**src/rtl/blob_bbox_extractor.sv**
```systemverilog
// Per-frame foreground bounding-box extractor with rectangle overlay.
// Publishes min/max/count at end of frame and draws the previous box on video.
module blob_bbox_extractor #(
  parameter int          H_IMG_RES  = 640,
  parameter int          V_IMG_RES  = 480,
  parameter int          MIN_PIXELS = 64,
  parameter logic [23:0] BOX_COLOR  = 24'hFF0000
) (
  input  logic        app_clk,
  input  logic        app_rst,
  input  logic [10:0] vid_hpos,
  input  logic [10:0] vid_vpos,
  input  logic        vid_active_pix,
  input  logic        fg_px,
  input  logic [23:0] vid_data_in,
  output logic [23:0] vid_data_out,
  output logic [10:0] box_xmin,
  output logic [10:0] box_xmax,
  output logic [10:0] box_ymin,
  output logic [10:0] box_ymax,
  output logic [18:0] box_count,
  output logic        box_valid,
  output logic        frame_done
);

  localparam logic [1:0] WAIT_SOF = 2'd0;
  localparam logic [1:0] ACCUM    = 2'd1;
  localparam logic [1:0] PUBLISH  = 2'd2;

  localparam logic [10:0] H_RES  = 11'(H_IMG_RES);
  localparam logic [10:0] V_RES  = 11'(V_IMG_RES);
  localparam logic [10:0] H_LAST = 11'(H_IMG_RES - 1);
  localparam logic [10:0] V_LAST = 11'(V_IMG_RES - 1);
  localparam logic [18:0] MIN_CNT = 19'(MIN_PIXELS);

  logic [1:0]  state;
  logic [10:0] xmin, xmax, ymin, ymax;
  logic [18:0] count;

  logic        in_img, hit, sof, eof;
  logic [10:0] bx0, bx1, by0, by1;
  logic [10:0] nx0, nx1, ny0, ny1;
  logic [18:0] bc, nc;
  logic        on_col, on_row, on_box;

  assign in_img = (vid_hpos < H_RES) && (vid_vpos < V_RES);
  assign hit    = in_img && vid_active_pix && fg_px;
  assign sof    = (vid_hpos == 11'd0) && (vid_vpos == 11'd0);
  assign eof    = (vid_hpos == H_LAST) && (vid_vpos == V_LAST);

  // SOF re-seeds the accumulators and merges its own pixel in the same cycle
  always_comb begin
    bx0 = sof ? H_LAST : xmin;
    bx1 = sof ? 11'd0  : xmax;
    by0 = sof ? V_LAST : ymin;
    by1 = sof ? 11'd0  : ymax;
    bc  = sof ? 19'd0  : count;
    nx0 = (hit && vid_hpos < bx0) ? vid_hpos : bx0;
    nx1 = (hit && vid_hpos > bx1) ? vid_hpos : bx1;
    ny0 = (hit && vid_vpos < by0) ? vid_vpos : by0;
    ny1 = (hit && vid_vpos > by1) ? vid_vpos : by1;
    nc  = bc + 19'(hit);
  end

  always_comb begin
    on_col = (vid_hpos == box_xmin || vid_hpos == box_xmax) &&
             (vid_vpos >= box_ymin) && (vid_vpos <= box_ymax);
    on_row = (vid_vpos == box_ymin || vid_vpos == box_ymax) &&
             (vid_hpos >= box_xmin) && (vid_hpos <= box_xmax);
    on_box = box_valid && in_img && (on_col || on_row);
  end

  always_ff @(posedge app_clk) begin
    if (app_rst) begin
      state        <= WAIT_SOF;
      xmin         <= '0;
      xmax         <= '0;
      ymin         <= '0;
      ymax         <= '0;
      count        <= '0;
      vid_data_out <= '0;
      box_xmin     <= '0;
      box_xmax     <= '0;
      box_ymin     <= '0;
      box_ymax     <= '0;
      box_count    <= '0;
      box_valid    <= 1'b0;
      frame_done   <= 1'b0;
    end else begin
      frame_done   <= 1'b0;
      vid_data_out <= on_box ? BOX_COLOR : vid_data_in;
      case (state)
        WAIT_SOF: begin
          if (sof) begin
            xmin  <= nx0;
            xmax  <= nx1;
            ymin  <= ny0;
            ymax  <= ny1;
            count <= nc;
            state <= ACCUM;
          end
        end
        ACCUM: begin
          xmin  <= nx0;
          xmax  <= nx1;
          ymin  <= ny0;
          ymax  <= ny1;
          count <= nc;
          if (eof) state <= PUBLISH;
        end
        PUBLISH: begin
          box_count  <= count;
          frame_done <= 1'b1;
          state      <= WAIT_SOF;
          if (count >= MIN_CNT) begin
            box_xmin  <= xmin;
            box_xmax  <= xmax;
            box_ymin  <= ymin;
            box_ymax  <= ymax;
            box_valid <= 1'b1;
          end else begin
            box_xmin  <= '0;
            box_xmax  <= '0;
            box_ymin  <= '0;
            box_ymax  <= '0;
            box_valid <= 1'b0;
          end
        end
        default: state <= WAIT_SOF;
      endcase
    end
  end

endmodule

```
**config.mk**
```make
export PLATFORM = sky130hd
export DESIGN_NAME = blob_bbox_extractor
export DESIGN_NICKNAME = d
export VERILOG_FILES = /design/src/rtl/blob_bbox_extractor.sv
export SDC_FILE = /design/constraint.sdc
export NUM_CORES = 1
export LEC_CHECK = 0
export BUFFER_PORTS_ARGS = -buffer_cell sky130_fd_sc_hd__buf_4
export CAP_MARGIN = 20
export CELL_PAD_IN_SITES_DETAIL_PLACEMENT = 0
export CELL_PAD_IN_SITES_GLOBAL_PLACEMENT = 2
export CORE_MARGIN = 2
export CORE_UTILIZATION = 36
export DETAILED_ROUTE_END_ITERATION = 12
export PLACE_DENSITY_LB_ADDON = 0.1
export SETUP_SLACK_MARGIN = 0.5
export SYNTH_ARGS = -nofsm -noshare
export SYNTH_HDL_FRONTEND = slang
export SYNTH_SLANG_ARGS = --single-unit
```
**constraint.sdc**
```tcl
create_clock -name app_clk -period 7.4 [get_ports app_clk]
set_input_delay 0.37 -clock app_clk [delete_from_list [all_inputs] [get_ports app_clk]]
set_output_delay 0.37 -clock app_clk [all_outputs]
set_load 0.05 [all_outputs]
```
Word-level counts from Yosys, hierarchy flattened
Index checks and enable logic that the tools add are counted.
- memories: 0
- word-level logic and storage cells: 91
- input port bits: 50
- latch bits: 0
- memory bits (read-only): 0
- register bits after elaboration: 154
- bits in writable memories: 0
- output and inout bits: 89
- equality and inequality tests: 10
- shift-type cells: 0
- order comparisons: 11
- mux-type cells: 29
- add/subtract/negate cells: 1
- bitwise logic cells: 0
- reduce and logical (&&, ||, !) cells: 25
- multipliers: 0
- divide/modulo/power cells: 0
- operators with widths (cell ; number):
    two-way mux 11 bit ; 16
    case mux 11 bit (2 select lines) ; 4
    equality test 11 bit ; 4
    two-way mux 19 bit ; 2
    case mux 19 bit (2 select lines) ; 1
    two-way mux 24 bit ; 1
    greater-or-equal comparator 11 bit ; 2
    greater-than comparator 11 bit ; 2
    <= comparator 11 bit ; 2
    zero test 11 bit ; 2
    < comparator 11 bit ; 2
    adder 19 x 1 -> 19 bit ; 1
    greater-or-equal comparator 19 x 7 -> 1 bit, second input constant ; 1
    logical AND 1 bit ; 15
    equality test 11 x 10 -> 1 bit, second input constant ; 1
    equality test 11 x 9 -> 1 bit, second input constant ; 1
    < comparator 11 x 10 -> 1 bit, second input constant ; 1
    < comparator 11 x 9 -> 1 bit, second input constant ; 1
    two-way mux 2 bit ; 2
    != test 2 bit, second input constant ; 2
    case mux 2 bit (2 select lines) ; 1
    AND reduction 2 bit ; 2
    logical OR 1 bit ; 3
    equality test 2 x 1 -> 1 bit, second input constant ; 1
    other kinds (5) ; 6

Longest topological paths before layout
Gate-level depths: netlist (run 1).
- depth after elaboration: 8
- depth in mapped cells: 17

Worst setup path before layout (run 1)
No wires, ideal clock.
- kind: input port to flip-flop
- from: input vid_hpos[10]
- to: register ymax[0]
- setup time: 60 ps
- arrival time: 4016 ps
- setup slack: 3324 ps
- cell stages on the path: 16
- cells stage by stage: or3_1 -> or4_1 -> buf_2 -> or2_2 -> clkbuf_1 -> clkbuf_1 -> buf_2 -> nand2_1 -> ha_1 -> a21oi_1 -> a21boi_0 -> o31a_1 -> o221ai_1 -> nor4_1 -> nor3_1 -> a22o_1
- longest elaborated chain between the ends: 8
- elaborated cells on any way between the ends: 14
- those cells by class: order compare (2); eq/ne (1); mux (4); reduce/logical (7)
- ends and longest elaborated chain (what ; RTL line ; source):
    start: declaration ; 11 ; input logic [10:0] vid_hpos,
    zero test 11 bit / < comparator 11 x 10 -> 1 bit (equally long branches) ; 48, 46 ;
    logical AND 1 bit (on tied branches) ; 48, 46 ;
    two-way mux 11 bit / logical AND 1 bit (equally long branches) ; 56, 47 ;
    greater-than comparator 11 bit / logical AND 1 bit (equally long branches) ; 61, 47 ;
    logical AND 1 bit ; 61 ; ny1 = (hit && vid_vpos > by1) ? vid_vpos : by1;
    two-way mux 11 bit ; 61 ;
    two-way mux 11 bit ; 94 ; if (sof) begin
    case mux 11 bit (2 select lines) ; 92 ; case (state)
    end signal: assignment ; 98 ; ymax <= ny1;
    end signal: assignment ; 107 ; ymax <= ny1;
    end: declaration ; 37 ; logic [10:0] xmin, xmax, ymin, ymax;
Several ways; a longest one is shown, not always the timed one. The select of a mux whose other input is x is not followed.
A chain may end at the register's enable or synchronous reset.

Final worst setup path (run 1)
- from: input vid_hpos[10]
- to: register ymin[9]
- longest elaborated chain between the ends: 8
- elaborated cells on any way between the ends: 14
- those cells by class: order compare (2); eq/ne (1); mux (4); reduce/logical (7)
- ends and longest elaborated chain (what ; RTL line ; source):
    zero test 11 bit / < comparator 11 x 10 -> 1 bit (equally long branches) ; 48, 46 ;
    logical AND 1 bit (on tied branches) ; 48, 46 ;
    two-way mux 11 bit / logical AND 1 bit (equally long branches) ; 55, 47 ;
    < comparator 11 bit / logical AND 1 bit (equally long branches) ; 60, 47 ;
    logical AND 1 bit ; 60 ; ny0 = (hit && vid_vpos < by0) ? vid_vpos : by0;
    two-way mux 11 bit ; 60 ;
    two-way mux 11 bit ; 94 ;
    case mux 11 bit (2 select lines) ; 92 ;
    end signal: assignment ; 97 ; ymin <= ny0;
    end signal: assignment ; 106 ; ymin <= ny0;
    end: declaration ; 37 ;
Several ways; a longest one is shown, not always the timed one. The select of a mux whose other input is x is not followed.

==> impl_metrics.csv, run 1 <==
group,metric,value,unit
status,status,"finished, final reports clean",
route,firstDrtPassIters,5,
global_routing,overflow,0,
worst_setup_path,cp-start-kind,"input pin",
route,wire_per_inst,17.6,µm
layout,final_nets,1185,
logic_synthesis,ys_top_cells_by_area,"dfxtp_1, ha_1, nor2_1",
sta,setup_violations,0,
place,place_congestion,0.771,
logic_synthesis,yosysWarnings,0,
floorplanning,ios,139,
route,route.detailed.drc,0,
hold_path,hp-class,"input pin to flop",
worst_setup_path,r2r_setup_slack,4.54,ns
layout,antenna_cells,0,
floorplanning,start_util,36.3,%
clock_network,path_clk_slew,0.07,ns
route,num_vias,7029,
logic_synthesis,synth-async-reset-ratio,0,%
power,p_leak,0.00394,µW
worst_setup_path,end_kind,"flop",
run,maxCapViolations,0,
sta,maxSlewHeadroom,47.7,%
global_routing,grt_max_degree,67,
worst_setup_path,cp_data_arrival_time,4.30,ns
route,wl_met2,10300,µm
worst_setup_path,crit_type,"input pin to flop",
route,drt_iter0_drc,360,
sta,fmax,251,MHz
logic_synthesis,synth_nets,1060,
power,finalPower,1880,µW
place,portBuffers,138,
clock_network,clkSinkCount,154,
worst_setup_path,r2r_start,"box_xmin[10]",
logic_synthesis,synth_top_area_share,39.3,%
logic_synthesis,yosysMostFrequentCell,"dfxtp_1",
floorplanning,die_h,152,µm
worst_setup_path,required,7.71,ns
logic_synthesis,synth.distinct_cells,58,
sta,setup-tns-final,0,ns
floorplanning,core-area,21600,µm²
clock_network,cts_tree,"done",
worst_setup_path,crit_chain,"buf_4 -> or3_1 -> or4_1 -> nor2_2 -> buf_4 -> nor2_1 -> ha_1 -> a21o_1 -> a21o_1 -> a21oi_1 -> o21ai_0 -> a311oi_2 -> nor2_1 -> and2_1",
sta,rsz0062_at_grt,"false",
floorplanning,dieArea,23000,µm²
route,postRouteAntennaNets,0,
clock_network,clockBufferDepth,2,
worst_setup_path,cpPeakStageDelay,0.69,ns
logic_synthesis,synth_edf_count,0,
sta,fin_crit,3.99,ns
clock_network,cts_setup_buffers,0,
hold_path,min_path_cells,2,
sta,tightest_slew,0.784,ns
hold_path,min_to,"vid_data_out[1]",
clock_network,clock_tree.root_cell,"clkbuf_16",
hold_path,holdCritStartpoint,"vid_data_in[1]",
floorplanning,die_x,152,µm
worst_setup_path,r2r_cells,9,
logic_synthesis,synthTopCellsByCount,"dfxtp_1, nor2_1, ha_1, nand2_1, inv_1",
logic_synthesis,synth_largest_area_cell,"dfxtp_1",
layout,final_cell_count_no_fill,1341,
sta,hold_ws,0.141,ns
worst_setup_path,slowest_stage,"a311oi_2",
clock_network,cts.htree.levels,4,
logic_synthesis,yosys_register_bits,154,
clock_network,clock_latency,0.43,ns
clock_network,cts-hold-fix-buffers,0,
global_routing,grt_antenna_before_repair,0,
clock_network,ctsResizeCount,0,
route,top_layer_used,"met4",
global_routing,grt_pass1_wl,37400,µm
layout,area_growth,24.1,%
sta,finClkSkew,0.0107,ns
logic_synthesis,syn_avg_cell_area,8.50,µm²
place,dp_cells,1309,
sta,hold_viol,0,
layout,drive_gt1_share,17.5,%
worst_setup_path,worstReg2RegEnd,"vid_data_out[5]",
layout,n_fill_cell,2236,
logic_synthesis,syn_inst,924,
sta,finalCritPeriodShare,53.9,%
sta,drv_slew,0,
route,routed_wl,23600,µm
route,via_per_inst,5.24,
power,ir_drop,0.000146,V
logic_synthesis,synth_area,7850,µm²
clock_network,cts_inserted_buffers,17,
logic_synthesis,seq_area_frac_synth,39.3,%
worst_setup_path,cp_max_fo,22,
route,drt-met1-wl,11800,µm
floorplanning,fp-row-count,54,
global_routing,grt.total_usage,21.0,%
worst_setup_path,crit_path_start,"vid_hpos[10]",
route,dr_wl_met3,1130,µm
power,cellPowerDensity,193,nW/µm²
place,hpwl,16400,µm
logic_synthesis,synth_ff_type,"dfxtp_1",
global_routing,grt_pass1_vias,6804,
layer usage:
layer	global-route usage [%]	up-vias
met5	0	-
met3	3.59	26
met4	6.39	0
li1	-	3560
met1	29.6	3278
met2	33.0	165
cell usage in the layout (no fill, tap or decap), types with 16 or more instances in the layout:
master	count
dfxtp_1	154
buf_4	146
nor2_1	101
ha_1	86
nand2_1	85
inv_1	74
a21oi_1	67
a22oi_1	46
o21ai_0	31
and2_1	30
nand4_1	21
a22o_1	19
clkbuf_16	17
a21o_1	16
worst max-delay path, delay by kind of cell:
family,cells,cell delay (ns)
AND/OR/NAND/NOR,6,1.77
AO/OA/AOI/OAI,5,1.33
buffers and inverters,2,0.51
adder cells (fa/ha/maj),1,0.31
cell type report:
cell class	count	area (µm²)	area share [%]
multi-input cells	654	4340	44.5
clock buffers	19	443	4.55
well taps	280	350	3.60
repair buffers	148	1110	11.4
clock inverters	12	140	1.44
inverters	74	278	2.85
flip-flops and latches	154	3080	31.6
through the flow:
stage               utilization (%)  worst slack (ns)  area, µm²
floorplan                         -              3.32       7850
global placement               42.3              2.85       9140
detailed placement             42.3              2.94       9150
CTS                            45.0              3.39       9730
global route                   45.1              3.05       9740
finish                         45.1              3.41       9740
where the power goes:
part / switching, µW / total (µW) / leakage (µW) / internal (µW)
clock network: 371 / 880 / 0.000282 / 509
registers: 1.86 / 837 / 0.00125 / 836
logic: 103 / 166 / 0.00241 / 62.4
total: 476 / 1880 / 0.00394 / 1410
worst max-delay path by stage:
stage	end	slack (ns)	cells past startpoint
6_report	ymin[9]	3.41	14
5_1_grt	ymin[7]	3.05	14
4_1_cts	ymin[10]	3.39	14
3_3_place_gp	xmax[0]	2.85	13
3_5_place_dp	ymin[10]	2.94	14
2_1_floorplan	ymax[0]	3.32	16
state kept, by name, summed over array words and instances (netlist names):
signal and cells:
box_xmax 11, box_xmin 11, box_ymax 11, box_ymin 11
box_count 19, count 19, frame_done 1, ymax 11
xmax 11, vid_data_out 24, ymin 11, box_valid 1
xmin 11, state 2
cells by family after synthesis:
kind of cell | after synthesis | synth area share [%]
XOR/XNOR | 5 | 0.558
multiplexers | 1 | 0.127
flip-flops | 154 | 39.3
AND/OR/NAND/NOR | 322 | 19.6
adder cells (fa/ha/maj) | 86 | 13.7
AO/OA/AOI/OAI | 240 | 20.9
buffers and inverters | 116 | 5.80
Note: power is estimated with default switching activity, not from simulation.
==> run 2, diff against run 1 <==
- CORE_UTILIZATION: 36 -> 33
- clock period: 7.4 -> 3.8 ns (I/O delays scaled with it)
==> run 2 against run 1 <==
Against the previous run: sequential cell count unchanged; via count is 2.6% higher; non-clock buffer count grew 27; routed wire length grew 5.1%; sequential share of layout area down 1.3 points; die area up 8.8%; sequential power grew 95%; clock power grew 98%; combinational power rose by 110%; register-to-register slack got worse by 3.4 ns; critical endpoint is now count[18].
==> impl_metrics.csv, run 2 (synthesis gave the netlist of run 1 again) <==
group,metric,value,unit
power,cellPowerDensity,366,nW/µm²
floorplanning,ios,139,
floorplanning,core-area,23400,µm²
place,portBuffers,138,
global_routing,grt_pass1_vias,6949,
worst_setup_path,cp-start-kind,"input pin",
floorplanning,die_h,158,µm
floorplanning,fp-row-count,56,
sta,hold_viol,0,
worst_setup_path,cp_max_fo,37,
sta,finClkSkew,0.0114,ns
layout,largest_reg_flops,24,
worst_setup_path,cp_data_arrival_time,3.52,ns
layout,antenna_cells,0,
sta,tightest_slew,0.842,ns
run,maxCapViolations,0,
sta,rsz0062_at_grt,"true",
route,num_vias,7212,
clock_network,path_clk_slew,0.07,ns
global_routing,overflow,0,
clock_network,cts_inserted_buffers,17,
global_routing,grt.total_usage,20.5,%
floorplanning,start_util,33.6,%
place,place_congestion,0.774,
route,wire_per_inst,17.6,µm
sta,setup-tns-final,0,ns
sta,finalCritPeriodShare,83.8,%
layout,final_common_cell,"buf_4",
sta,drv_slew,0,
route,drt_iter0_drc,394,
sta,setup_violations,0,
power,ir_drop,0.000228,V
worst_setup_path,end_kind,"flop",
route,routed_wl,24800,µm
worst_setup_path,crit_buf_inv,2,
clock_network,cts.htree.levels,4,
place,hpwl,17500,µm
route,firstDrtPassIters,4,
worst_setup_path,cpPeakStageDelay,0.56,ns
status,status,"finished, final reports clean",
global_routing,grt_pass1_wl,39300,µm
worst_setup_path,required,4.14,ns
worst_setup_path,slowest_stage,"or4_1",
clock_network,clock_latency,0.43,ns
worst_setup_path,crit_type,"input pin to flop",
layout,mostFrequentLayoutCells,"buf_4, dfxtp_1, nor2_1, ha_1, nand2_1",
clock_network,cts_setup_buffers,0,
layout,drive_gt1_share,19.9,%
route,postRouteAntennaNets,0,
clock_network,cts_tree,"done",
route,via_per_inst,5.13,
clock_network,clock_tree.root_cell,"clkbuf_16",
sta,maxSlewHeadroom,43.3,%
clock_network,clockBufferDepth,2,
sta,fmax,314,MHz
layout,largestRegisters,"vid_data_out (24), box_count (19), count (19)",
worst_setup_path,cpLargestDelayFamily,"simple AND/OR/NAND/NOR gates",
global_routing,grt_antenna_before_repair,1,
sta,hold_ws,0.0253,ns
floorplanning,dieArea,25000,µm²
floorplanning,die_x,158,µm
power,p_leak,0.00405,µW
layout,top_register,"vid_data_out",
route,route.detailed.drc,0,
sta,fin_crit,3.18,ns
layout,area_growth,29.3,%
hold_path,hp-class,"input pin to flop",
clock_network,clkSinkCount,154,
layout,final_nets,1212,
worst_setup_path,crit_chain,"buf_4 -> or3_1 -> or4_1 -> or2_4 -> buf_4 -> and2_1 -> ha_2 -> and3_4 -> and4_1 -> and2_1 -> nand4_1 -> o21ai_0 -> a311oi_1",
global_routing,grt_max_degree,66,
==> run 2: cell types whose count changed in the layout (fill, tap and decap cells not counted), sizes merged <==
| cell | change |
|---|---|
| clkinv | -3 |
| clkinvlp | +2 |
| inv | +3 |
| dlymetal6s2s | -1 |
| clkbuf | -2 |
| buf | +12 |
| dlygate4sd3 | +16 |
==> run 2: path summary, 6_finish.rpt <==
path,cells after the start,from,to,slack [ns]
setup / recovery,13,vid_vpos[9],count[18],0.62
hold / removal,3,vid_data_in[22],vid_data_out[22],0.03
hold reg to reg,2,box_count[0],box_count[0],0.45
setup reg to reg,9,box_xmin[8],vid_data_out[11],1.11
==> run 2: what timing repair did <==
action                                  CTS  global route
resized for setup                         1             3
endpoints found under the hold margin    16             0
endpoints found under the setup margin   10            33
hold buffers                             16             0
==> run 2: per-layer routing <==
layer  wire (µm)  vias up  GRT usage, %
met5          12        -             0
met4         435        2          6.48
met3        1450       34          4.44
met2       10400      211          30.9
met1       12500     3352          29.1
li1            -     3613             -
==> run 2: final cells by class <==
cell class / count / area [µm²]
clock inverters: 14 / 161
multi-input cells: 654 / 4460
inverters: 74 / 278
repair buffers: 175 / 1350
clock buffers: 17 / 425
flip-flops and latches: 154 / 3080
fillers: 2419 / 13200
well taps: 319 / 399
==> run 2: report_power, final <==
part	internal (µW)	switching, µW	leakage, µW
registers	1630	3.73	0.00125
clock network	981	754	0.000277
logic	137	212	0.00253
total	2750	969	0.00405
==> run 2: worst min-delay path: cells and delay by family <==
| kind | cells | cell delay [ns] |
|---|---|---|
| AO/OA/AOI/OAI | 1 | 0.12 |
| buffers and inverters | 1 | 0.08 |
| AND/OR/NAND/NOR | 1 | 0.03 |
==> run 2: per-stage QoR <==
stage	total power (µW)	instances	area (µm²)	utilization, %	setup slack [ns]
final	3710	1407	10200	43.4	0.616
after floorplan	1850	924	8020	-	0.277
after detailed placement	2000	1360	9390	40.1	0.0362
after global routing	3870	1407	10200	43.4	0.410
after CTS	3760	1407	10100	43.3	0.553
after global placement	2000	1360	9390	40.1	0.0416
==> run 3, diff against run 2 <==
- clock period: 3.8 -> 3 ns (I/O delays scaled with it)
==> run 3 against run 2 <==
Against the previous run: combinational power up 60%; worst setup slack worse by 0.40 ns; largest cell class unchanged; global-route usage increased by 1.0 points.
==> impl_metrics.csv, run 3 (synthesis gave the netlist of run 1 again) <==
group,metric,value,unit
route,wire_per_inst,18.0,µm
floorplanning,ios,139,
worst_setup_path,crit_type,"input pin to flop",
sta,maxSlewHeadroom,48.4,%
power,intPower,3640,µW
place,pre_cts_slack,-0.596,ns
floorplanning,fp-row-count,56,
global_routing,overflow,0,
clock_network,clock_tree.root_cell,"clkbuf_16",
worst_setup_path,cpLargestDelayFamily,"simple AND/OR/NAND/NOR gates",
worst_setup_path,cp-start-kind,"input pin",
sta,rsz0062_at_grt,"true",
hold_path,hp-class,"input pin to flop",
power,seqPwrFrac,41.8,%
sta,hold_viol,0,
layout,register_area,3100,µm²
layout,final_nets,1309,
clock_network,cts_tree,"done",
power,ir_drop,0.000329,V
layout,antenna_cells,0,
layout,area_growth,49.4,%
layout,top_register,"vid_data_out",
worst_setup_path,crit_top_cell,"nand2_1",
layout,largest_reg_flops,24,
worst_setup_path,cp_max_fo,14,
run,maxCapViolations,0,
clock_network,clkSinkCount,154,
worst_setup_path,crit_buf_inv,2,
power,p_sw,1300,µW
floorplanning,dieArea,25000,µm²
route,num_vias,7666,
sta,setup_ws,0.214,ns
status,status,"finished, final reports clean",
place,portBuffers,138,
power,switching_share,26.3,%
power,p_comb_share,11.3,%
sta,finalCritPeriodShare,92.9,%
power,clkPwrFrac,46.9,%
sta,finClkSkew,0.0117,ns
clock_network,clock_latency,0.44,ns
layout,mostFrequentLayoutCells,"buf_4, dfxtp_1, nor2_1, nand2_1, inv_1",
worst_setup_path,cp_data_arrival_time,3.12,ns
global_routing,grt_pass1_wl,41400,µm
worst_setup_path,crit_chain,"buf_6 -> or3_4 -> or4_4 -> or2_4 -> nand2_1 -> ha_1 -> and3_4 -> nor3b_2 -> nand2_1 -> o221ai_4 -> nor4_4 -> nor3_4 -> clkbuf_16 -> a22o_1",
floorplanning,die_x,158,µm
hold_path,holdCritStartpoint,"vid_vpos[0]",
clock_network,clockBufferDepth,2,
layout,n_fill_cell,2343,
sta,fin_crit,2.79,ns
power,p_leak,0.00466,µW
route,drt_iter0_drc,360,
clock_network,cts_inserted_buffers,17,
floorplanning,core-area,23400,µm²
sta,setup_violations,0,
place,hpwl,18400,µm
worst_setup_path,end_kind,"flop",
place,place_congestion,0.812,
route,firstDrtPassIters,5,
global_routing,grt_antenna_before_repair,0,
route,route.detailed.drc,0,
sta,fmax,359,MHz
layout,largestRegisters,"vid_data_out (24), box_count (19), count (19)",
route,routed_wl,27100,µm
layout,final_common_cell,"buf_4",
floorplanning,start_util,33.6,%
power,cellPowerDensity,421,nW/µm²
worst_setup_path,crit_path_start,"vid_hpos[10]",
global_routing,grt_max_degree,66,
sta,hold_ws,0.0947,ns
clock_network,cts.htree.levels,4,
floorplanning,die_h,158,µm
worst_setup_path,required,3.33,ns
global_routing,grt.total_usage,21.5,%
layout,multiInputGateArea,5080,µm²
route,via_per_inst,5.10,
sta,tightest_slew,0.774,ns
worst_setup_path,cpPeakStageDelay,0.48,ns
route,postRouteAntennaNets,0,
clock_network,path_clk_slew,0.07,ns
worst_setup_path,r2r_start,"box_xmin[4]",
worst_setup_path,slowest_stage,"or4_4",
layout,drive_gt1_share,34.0,%
global_routing,grt_pass1_vias,7276,
sta,drv_slew,0,
## run 3: power groups by stage
stage / Clock, µW / Sequential (µW) / Combinational (µW)
after detailed placement: 0 / 2110 / 464
after CTS: 2370 / 2060 / 515
after global routing: 2430 / 2070 / 610
final: 2320 / 2060 / 559
after floorplan: 0 / 2170 / 174
after global placement: 0 / 2110 / 463
## run 3: worst reg2reg max path: stages, from the launching register on
cell and delay [ns]:
dfxtp_2 0.34, inv_1 0.04, ha_1 0.29, nand4_1 0.20, nor3_4 0.29, a31oi_4 0.09
or3_1 0.33, a211o_1 0.25, o311a_4 0.16, clkbuf_16 0.17, and2_1 0.14
## run 3: what timing repair did
item                                    4_1_cts  5_1_grt
pin swaps                                    33       44
hold endpoints to repair                     24        0
endpoints found under the setup margin       77       78
resized for setup                            73       73
hold buffers                                 24        0
gates cloned                                  6        2
buffers inserted                             18       10
## run 3: layout make-up
cell class | instances | area share, %
clock inverter | 14 | 1.61
tap | 319 | 3.40
multi-input combinational | 657 | 43.3
timing repair buffer | 269 | 19.2
inverter | 74 | 2.37
clock buffer | 17 | 3.63
sequential | 154 | 26.4
## run 3: layer usage
metal	up-vias	track usage (%)	routed length, µm	share of wire, %
met5	-	0	0	0
met4	0	5.75	372	1.4
met3	23	3.48	1200	4.4
met2	182	33.8	12000	44
met1	3650	30.6	13500	50
li1	3811	-	-	-
## run 3: metrics by stage
step | total power (µW) | setup TNS, ns | instance area, µm² | cells | util [%]
finish | 4940 | 0 | 11700 | 1504 | 50.1
detailed placement | 2580 | -22.18 | 9860 | 1413 | 42.1
CTS | 4950 | 0 | 11200 | 1492 | 47.8
global placement | 2570 | -20.97 | 9860 | 1413 | 42.1
global route | 5110 | 0 | 11700 | 1504 | 50.1
floorplan | 2350 | -16.38 | 8060 | 924 | -
## run 3: final timing paths
check / end / slack (ns) / cells after the start
setup reg to reg: vid_data_out[12] / 0.60 / 10
setup / recovery: ymax[6] / 0.21 / 14
hold / removal: ymax[0] / 0.09 / 3
hold reg to reg: box_count[10] / 0.46 / 2
